## config.mk

```make
export PLATFORM = sky130hd
export DESIGN_NAME = hazard_unit
export DESIGN_NICKNAME = d
export VERILOG_FILES = /design/src/rtl/hazard_unit.sv
export SDC_FILE = /design/constraint.sdc
export NUM_CORES = 1
export LEC_CHECK = 0
export ABC_AREA = 1
export ABC_CLOCK_PERIOD_IN_PS = 3600
export BUFFER_PORTS_ARGS = -buffer_cell sky130_fd_sc_hd__buf_4
export CAP_MARGIN = 10
export CORE_UTILIZATION = 49
export CTS_CLUSTER_SIZE = 30
export DETAILED_ROUTE_END_ITERATION = 6
export PLACE_DENSITY = 0.89
export SKIP_LAST_GASP = 1
export SLEW_MARGIN = 20
export SYNTH_ARGS = -nofsm -noshare
export SYNTH_HDL_FRONTEND = slang
export SYNTH_SLANG_ARGS = --single-unit
```

## constraint.sdc

```tcl
create_clock -name clk -period 3.6 [get_ports clk]
set_clock_uncertainty 0.05 [all_clocks]
set_input_delay 0 -clock clk [delete_from_list [all_inputs] [get_ports clk]]
set_output_delay 0 -clock clk [all_outputs]
set_load 0.02 [all_outputs]
```

## src/rtl/hazard_unit.sv

```systemverilog
// Hazard detection, forwarding selects, stall/flush generation and the
// multi-cycle divide sequencer for the 5-stage MIPS core.
module hazard_unit #(
  parameter int DIV_CYCLES = 32,
  parameter int CNT_W      = 6
) (
  input  logic       clk,
  input  logic       rst,
  input  logic [4:0] rsD,
  input  logic [4:0] rtD,
  input  logic [4:0] rsE,
  input  logic [4:0] rtE,
  input  logic [4:0] writeregE,
  input  logic [4:0] writeregM,
  input  logic [4:0] writeregW,
  input  logic       regwriteE,
  input  logic       regwriteM,
  input  logic       regwriteW,
  input  logic       memtoregE,
  input  logic       memtoregM,
  input  logic       branchD,
  input  logic       jrD,
  input  logic       divE,
  input  logic       i_stall,
  input  logic       d_stall,
  output logic       forwardAD,
  output logic       forwardBD,
  output logic [1:0] forwardAE,
  output logic [1:0] forwardBE,
  output logic       stallF,
  output logic       stallD,
  output logic       stallE,
  output logic       stallM,
  output logic       stallW,
  output logic       flushE,
  output logic       flushM,
  output logic       flushW,
  output logic       div_start,
  output logic       div_busy,
  output logic       div_done
);

  typedef enum logic [1:0] {
    DIV_IDLE,
    DIV_BUSY,
    DIV_DONE
  } div_state_t;

  div_state_t       state;
  logic [CNT_W-1:0] cnt;

  logic lwstall;
  logic brstall;
  logic divstall;

  // Register $0 never produces a hazard, so every match ignores it.
  function automatic logic hit(input logic en, input logic [4:0] dst, input logic [4:0] src);
    return en && (dst != 5'd0) && (dst == src);
  endfunction

  // Counter reaches zero on the same edge that moves BUSY into DONE,
  // so the front end sees one IDLE cycle plus DIV_CYCLES-1 BUSY cycles.
  always_ff @(posedge clk) begin
    if (rst) begin
      state <= DIV_IDLE;
      cnt   <= '0;
    end else begin
      case (state)
        DIV_IDLE: begin
          if (divE) begin
            state <= DIV_BUSY;
            cnt   <= CNT_W'(DIV_CYCLES - 1);
          end
        end
        DIV_BUSY: begin
          cnt <= cnt - CNT_W'(1);
          if (cnt == CNT_W'(1)) state <= DIV_DONE;
        end
        DIV_DONE: begin
          if (!d_stall) state <= DIV_IDLE;
        end
        default: state <= DIV_IDLE;
      endcase
    end
  end

  always_comb begin
    forwardAD = 1'b0;
    forwardBD = 1'b0;
    forwardAE = 2'b00;
    forwardBE = 2'b00;
    stallF    = 1'b0;
    stallD    = 1'b0;
    stallE    = 1'b0;
    stallM    = 1'b0;
    stallW    = 1'b0;
    flushE    = 1'b0;
    flushM    = 1'b0;
    flushW    = 1'b0;
    div_start = 1'b0;
    div_busy  = 1'b0;
    div_done  = 1'b0;
    lwstall   = 1'b0;
    brstall   = 1'b0;
    divstall  = 1'b0;

    if (!rst) begin
      if (hit(regwriteM, writeregM, rsE))      forwardAE = 2'b10;
      else if (hit(regwriteW, writeregW, rsE)) forwardAE = 2'b01;
      if (hit(regwriteM, writeregM, rtE))      forwardBE = 2'b10;
      else if (hit(regwriteW, writeregW, rtE)) forwardBE = 2'b01;

      forwardAD = hit(regwriteM, writeregM, rsD);
      forwardBD = hit(regwriteM, writeregM, rtD);

      lwstall = memtoregE && (hit(regwriteE, writeregE, rsD) || hit(regwriteE, writeregE, rtD));

      // jr only reads rs; a conditional branch compares both operands.
      brstall = (branchD || jrD) &&
                (hit(regwriteE, writeregE, rsD) ||
                 (branchD && hit(regwriteE, writeregE, rtD)) ||
                 hit(memtoregM, writeregM, rsD) ||
                 (branchD && hit(memtoregM, writeregM, rtD)));

      divstall  = ((state == DIV_IDLE) && divE) || (state == DIV_BUSY);
      div_start = (state == DIV_IDLE) && divE;
      div_busy  = (state == DIV_BUSY);
      div_done  = (state == DIV_DONE);

      if (d_stall) begin
        stallF = 1'b1;
        stallD = 1'b1;
        stallE = 1'b1;
        stallM = 1'b1;
        stallW = 1'b1;
      end else if (divstall) begin
        stallF = 1'b1;
        stallD = 1'b1;
        stallE = 1'b1;
        flushM = 1'b1;
      end else if (lwstall || brstall || i_stall) begin
        stallF = 1'b1;
        stallD = 1'b1;
        flushE = 1'b1;
      end
    end
  end

endmodule

```

* Word-level counts from Yosys, hierarchy flattened *
Index checks and enable logic that the tools add are counted.

word-level totals
  flip-flop bits (word level) = 8
  input port bits = 47
  output and inout port bits = 17
  word-level logic and storage cells = 82

operators by class
  add/subtract/negate cells = 1
  equal/unequal tests = 14
  muxes and demuxes = 31
  reduce and logical (&&, ||, !) cells = 34

operators with widths
  kind                 count
  $eq 5x5->1           8
  $mux 1               21
  $logic_and 1x1->1    19
  $reduce_bool 5->1    3
  $mux 2               7
  $pmux 6 s2           1
  $logic_or 1x1->1     8
  $eq 6x1->1 const B   1
  $mux 6               1
  $ne 2x2->1 const B   3
  $pmux 2 s3           1
  $sub 6x1->6 const B  1
  $reduce_and 3->1     1
  $eq 2x1->1 const B   1
  $eq 2x2->1 const B   1
  $logic_not 2->1      1
  $reduce_and 2->1     1
  $reduce_bool 2->1    1

* Logic depth before layout (Yosys ltp) *
  word-level depth = 14
  gate-level depth with buffers = 12
  depth with buffers taken out = 10

* Worst setup path before layout *
OpenSTA, ideal clock, no wires.

  kind = register to output
  start point = reg state[0]
  end point = out stallF
  data arrival time = 1.537 ns
  data required time = 3.550 ns
  slack = 2.013 ns
  cell stages (with the launch flop) = 11
  path buffers = 1
  cell sequence = dfxtp_1 > inv_1 > nand2_1 > nor2_4 > nor2_4 > nand2_1 > inv_1 > nor2_1 > inv_1 > nand2_1 > buf_4

on the way
  cells in the longest elaborated chain, start to end = 6
  elaborated cells on any way between the ends = 7
  classes of those cells = eq/ne (1); mux (3); reduce/logical (3)

RTL lines
  item                      line  RTL
  start: declaration        49    div_state_t state;
  start signal: assignment  65    state <= DIV_IDLE;
  start signal: assignment  71    state <= DIV_BUSY;
  start signal: assignment  77    if (cnt == CNT_W'(1)) state <= DIV_DONE;
  $logic_not 2->1           125   divstall = ((state == DIV_IDLE) && divE) || (state == DIV_BUSY);
  $logic_and 1x1->1         125
  $logic_or 1x1->1 (*)      125
  $mux 1 (*) (3 in series)  --
  end: declaration          30    output logic stallF,

Every way passes the cells marked *; elsewhere a longest branch is shown, timed or not.

* Final worst setup path *
  start point = reg cnt[1]
  end point = reg state[1]

on the way
  cells in the longest elaborated chain, start to end = 3

RTL lines
  item                        line  RTL
  start: declaration          50    logic [CNT_W-1:0] cnt;
  start signal: assignment    72    cnt <= CNT_W'(DIV_CYCLES - 1);
  start signal: assignment    76    cnt <= cnt - CNT_W'(1);
  $eq 6x1->1                  77
  $ne 2x2->1 (no line)        --
  $reduce_and 3->1 (no line)  --
  end signal: assignment      77
  end signal: assignment      80    if (!d_stall) state <= DIV_IDLE;
  end signal: assignment      82    default: state <= DIV_IDLE;

Every way passes these cells.
A chain may end at the register's enable or synchronous reset.

==> summary.md <==
| Metric | Value |
|---|---|
| Status | completed |
| Lkg Pwr | a little over 1 nW |
| CP Data Arrival Time | between 1.5 and 2 ns |
| Clock sink count | 8 |
| Fin crit period | about 1.7 ns |
| Die area | between 0.002 and 0.003 mm2 |
| Avg Synthesized Cell Area | between 5 and 6 um2 |
| Total grt overflow | 0 |
| Non-Filler Instances | around 320 |
| Layout cells sized above 1 | roughly a quarter |
| Largest net degree at the start of global routing | 20 |
| Seq/Total Area, Yosys | roughly an eighth |
| FF+latch count, synth | 8 |
| Critical path class | flip-flop to flip-flop |
| GRT Total Usage | about a quarter |
| Die span in x | roughly 52 um |
| Setup-failing EPs final | 0 |
| # IOs | between 60 and 70 |
| Final Util | 75.8% |
| Placer's final routability congestion estimate | around 0.9 |
| RR Startpoint | cnt[1] |
| Post-detailed-route wirelength per cell | ~10 um |
| Antenna Violating Nets Remaining | 0 |
| Clk root buf | clkbuf_4 |
| Crit start category | flip-flop |
| DRC | 0 |
| Inserted Clock Buffers | 3 |
| Area growth syn-to-layout | 41.6% |
| Crit. Startpoint | cnt[1] |
| Vias | approximately 1600 |
| Clk Latency, worst-skew pair | roughly 0.26 ns |
| Fillers | slightly below 200 |
| Hold Startpoint | divE |
| Total negative slack | 0 ns |
| Cells after synthesis | 229 |
| CTS tree | built |
| Initial DRC count | 23 |
| Min Hold Slack | ~0.18 ns |
| Post-CTS setup buffers | 0 |
| Placed insts | approximately 310 |
| CP max FO | 3 |
| Core ar. | about 0.0023 mm2 |
| Worst Setup EP | state[1] |
| Reg2Reg Setup Slack | roughly 1.9 ns |
| CTS Hold Bufs | 3 |
| Hold/Removal Path Class | input port to flip-flop |
| Reg2Reg Depth | 7 |
| Die Ht | roughly 52 um |
| Fin nets | around 340 |
| Antenna violations before repair | 0 |
| Yosys warning total | 0 |
| H-Tree Level Count | 1 |
| Diodes inserted | 0 |
| Distinct cell type count after synthesis | 25 |
| Hold path depth | 5 |
| Post-CTS Resized | 0 |
| Clk buf depth | 2 |
| Syn nets | between 200 and 300 |
| IO Port Bufs | between 60 and 70 |
| Starting Density | a little over half |
| Final wirelength | around 3300 um |
| Reg2reg end | state[1] |
| Max_cap viols | 0 |
| Vias in the first global route | ~1400 |
| Max Clk Rate | 0.589 GHz |
| RSZ-0062 raised after global routing | no |
| Synth Cell Area | roughly 0.0012 mm2 |
| Vias per inst | about 5 |
| Tcrit/Tclk final | about 47% |
| First-pass GRT wire length | 5470 um |
| Worst VDD drop | ~0.0002 V |
| Power Density | around 230 mW/mm2 |
| Row count | 17 |
| Final Hold Fails | 0 |
| HPWL Detailed | 2790 um |
| Fin. max-slew vios | 0 |
| Crit end category | flip-flop |
| Drt pass-1 iters | 4 |
| Clk slew on worst S/H paths | approximately 0.050 ns |
| Critical Path RT | between 3 and 4 ns |
==> worst max-delay path: stages (launching register included) <==
cell	delay, ns
dfxtp_1	0.32
inv_1	0.07
ha_1	0.14
nand2_1	0.05
o31ai_1	0.27
o211ai_1	0.14
nand2_1	0.07
dlygate4sd3_1	0.53
==> metal layers <==
metal | vias to the layer above | global-route usage (%) | share of wire (%)
met5 | - | 0 | 0
met4 | 0 | 6.76 | 1.3
met3 | 7 | 4.68 | 6.2
met2 | 54 | 46.8 | 45
met1 | 661 | 32.9 | 48
li1 | 837 | - | -
==> layout by cell type (no fill, tap or decap), drive strengths merged <==
cell / count
a211oi: 1
a21oi: 17
a31oi: 1
buf: 62
clkbuf: 3
conb: 1
dfxtp: 8
dlygate4sd3: 3
ha: 2
inv: 45
nand2: 67
nand3: 8
nand4: 6
nor2: 26
nor3: 10
o211ai: 1
o21ai: 4
o22ai: 6
o31ai: 1
or2: 3
xnor2: 5
xor2: 10
==> how the worst min path moves through the flow <==
stage / to / slack, ns
final: cnt[3] / 0.18
after global routing: cnt[3] / 0.20
after CTS: cnt[3] / 0.17
after detailed placement: state[1] / 0.18
after global placement: state[1] / 0.18
after floorplan: flushM / 0.03
==> cell type report <==
| type | instances | area [um2] | share of cell area [%] |
|---|---|---|---|
| timing repair buffer | 65 | 495 | 28.4 |
| clock buffer | 3 | 22.5 | 1.29 |
| tap | 28 | 35.0 | 2.01 |
| inverter | 45 | 169 | 9.70 |
| multi-input combinational | 169 | 860 | 49.4 |
| sequential | 8 | 160 | 9.20 |
==> Yosys cell counts <==
master / count / area, um2
o211ai_1: 1 / 7.51
a211oi_1: 1 / 7.51
conb_1: 1 / 3.75
inv_2: 1 / 3.75
xor2_1: 10 / 87.6
nand2_1: 67 / 251
nand4_1: 6 / 37.5
nor2_4: 4 / 45.0
buf_4: 3 / 22.5
nor3_1: 10 / 50.1
dfxtp_1: 8 / 160
nor2_2: 1 / 6.26
o31ai_1: 1 / 7.51
inv_1: 44 / 165
nor2_1: 21 / 78.8
buf_2: 3 / 15.0
xnor2_1: 5 / 43.8
o21ai_0: 4 / 20.0
o22ai_1: 6 / 37.5
a31oi_1: 1 / 6.26
ha_1: 2 / 25.0
or2_2: 3 / 18.8
nand3_1: 8 / 40.0
buf_1: 1 / 3.75
a21oi_1: 17 / 85.1
==> cells by family after synthesis <==
group	Yosys count	synth area share [%]
AOI/OAI and AO/OA	31	13.9
xor gates and xnor gates	15	10.7
adders and majority gates	2	2.03
buffers and inverters	52	17.1
DFF	8	13.0
other	1	0.305
and+or+nand+nor	120	42.9
==> power breakdown <==
group | total [mW] | switching (mW) | leakage (nW) | internal, mW
clock network | 0.0694 | 0.0312 | 0.0138 | 0.0382
logic | 0.219 | 0.121 | 0.928 | 0.0981
registers | 0.110 | 0.00946 | 0.0664 | 0.101
==> through the flow <==
step	power (mW)	cell area [um2]	setup WS, ns
5_1_grt	0.435	1740	1.72
3_5_place_dp	0.325	1690	2.31
3_3_place_gp	0.322	1690	2.36
4_1_cts	0.398	1740	1.91
2_1_floorplan	0.244	1230	2.01
6_report	0.398	1740	1.90
==> state kept, by name (all words and copies together) (netlist names) <==
register	flops
cnt	6
state	2
No activity file was read; power rests on OpenSTA's default activity.
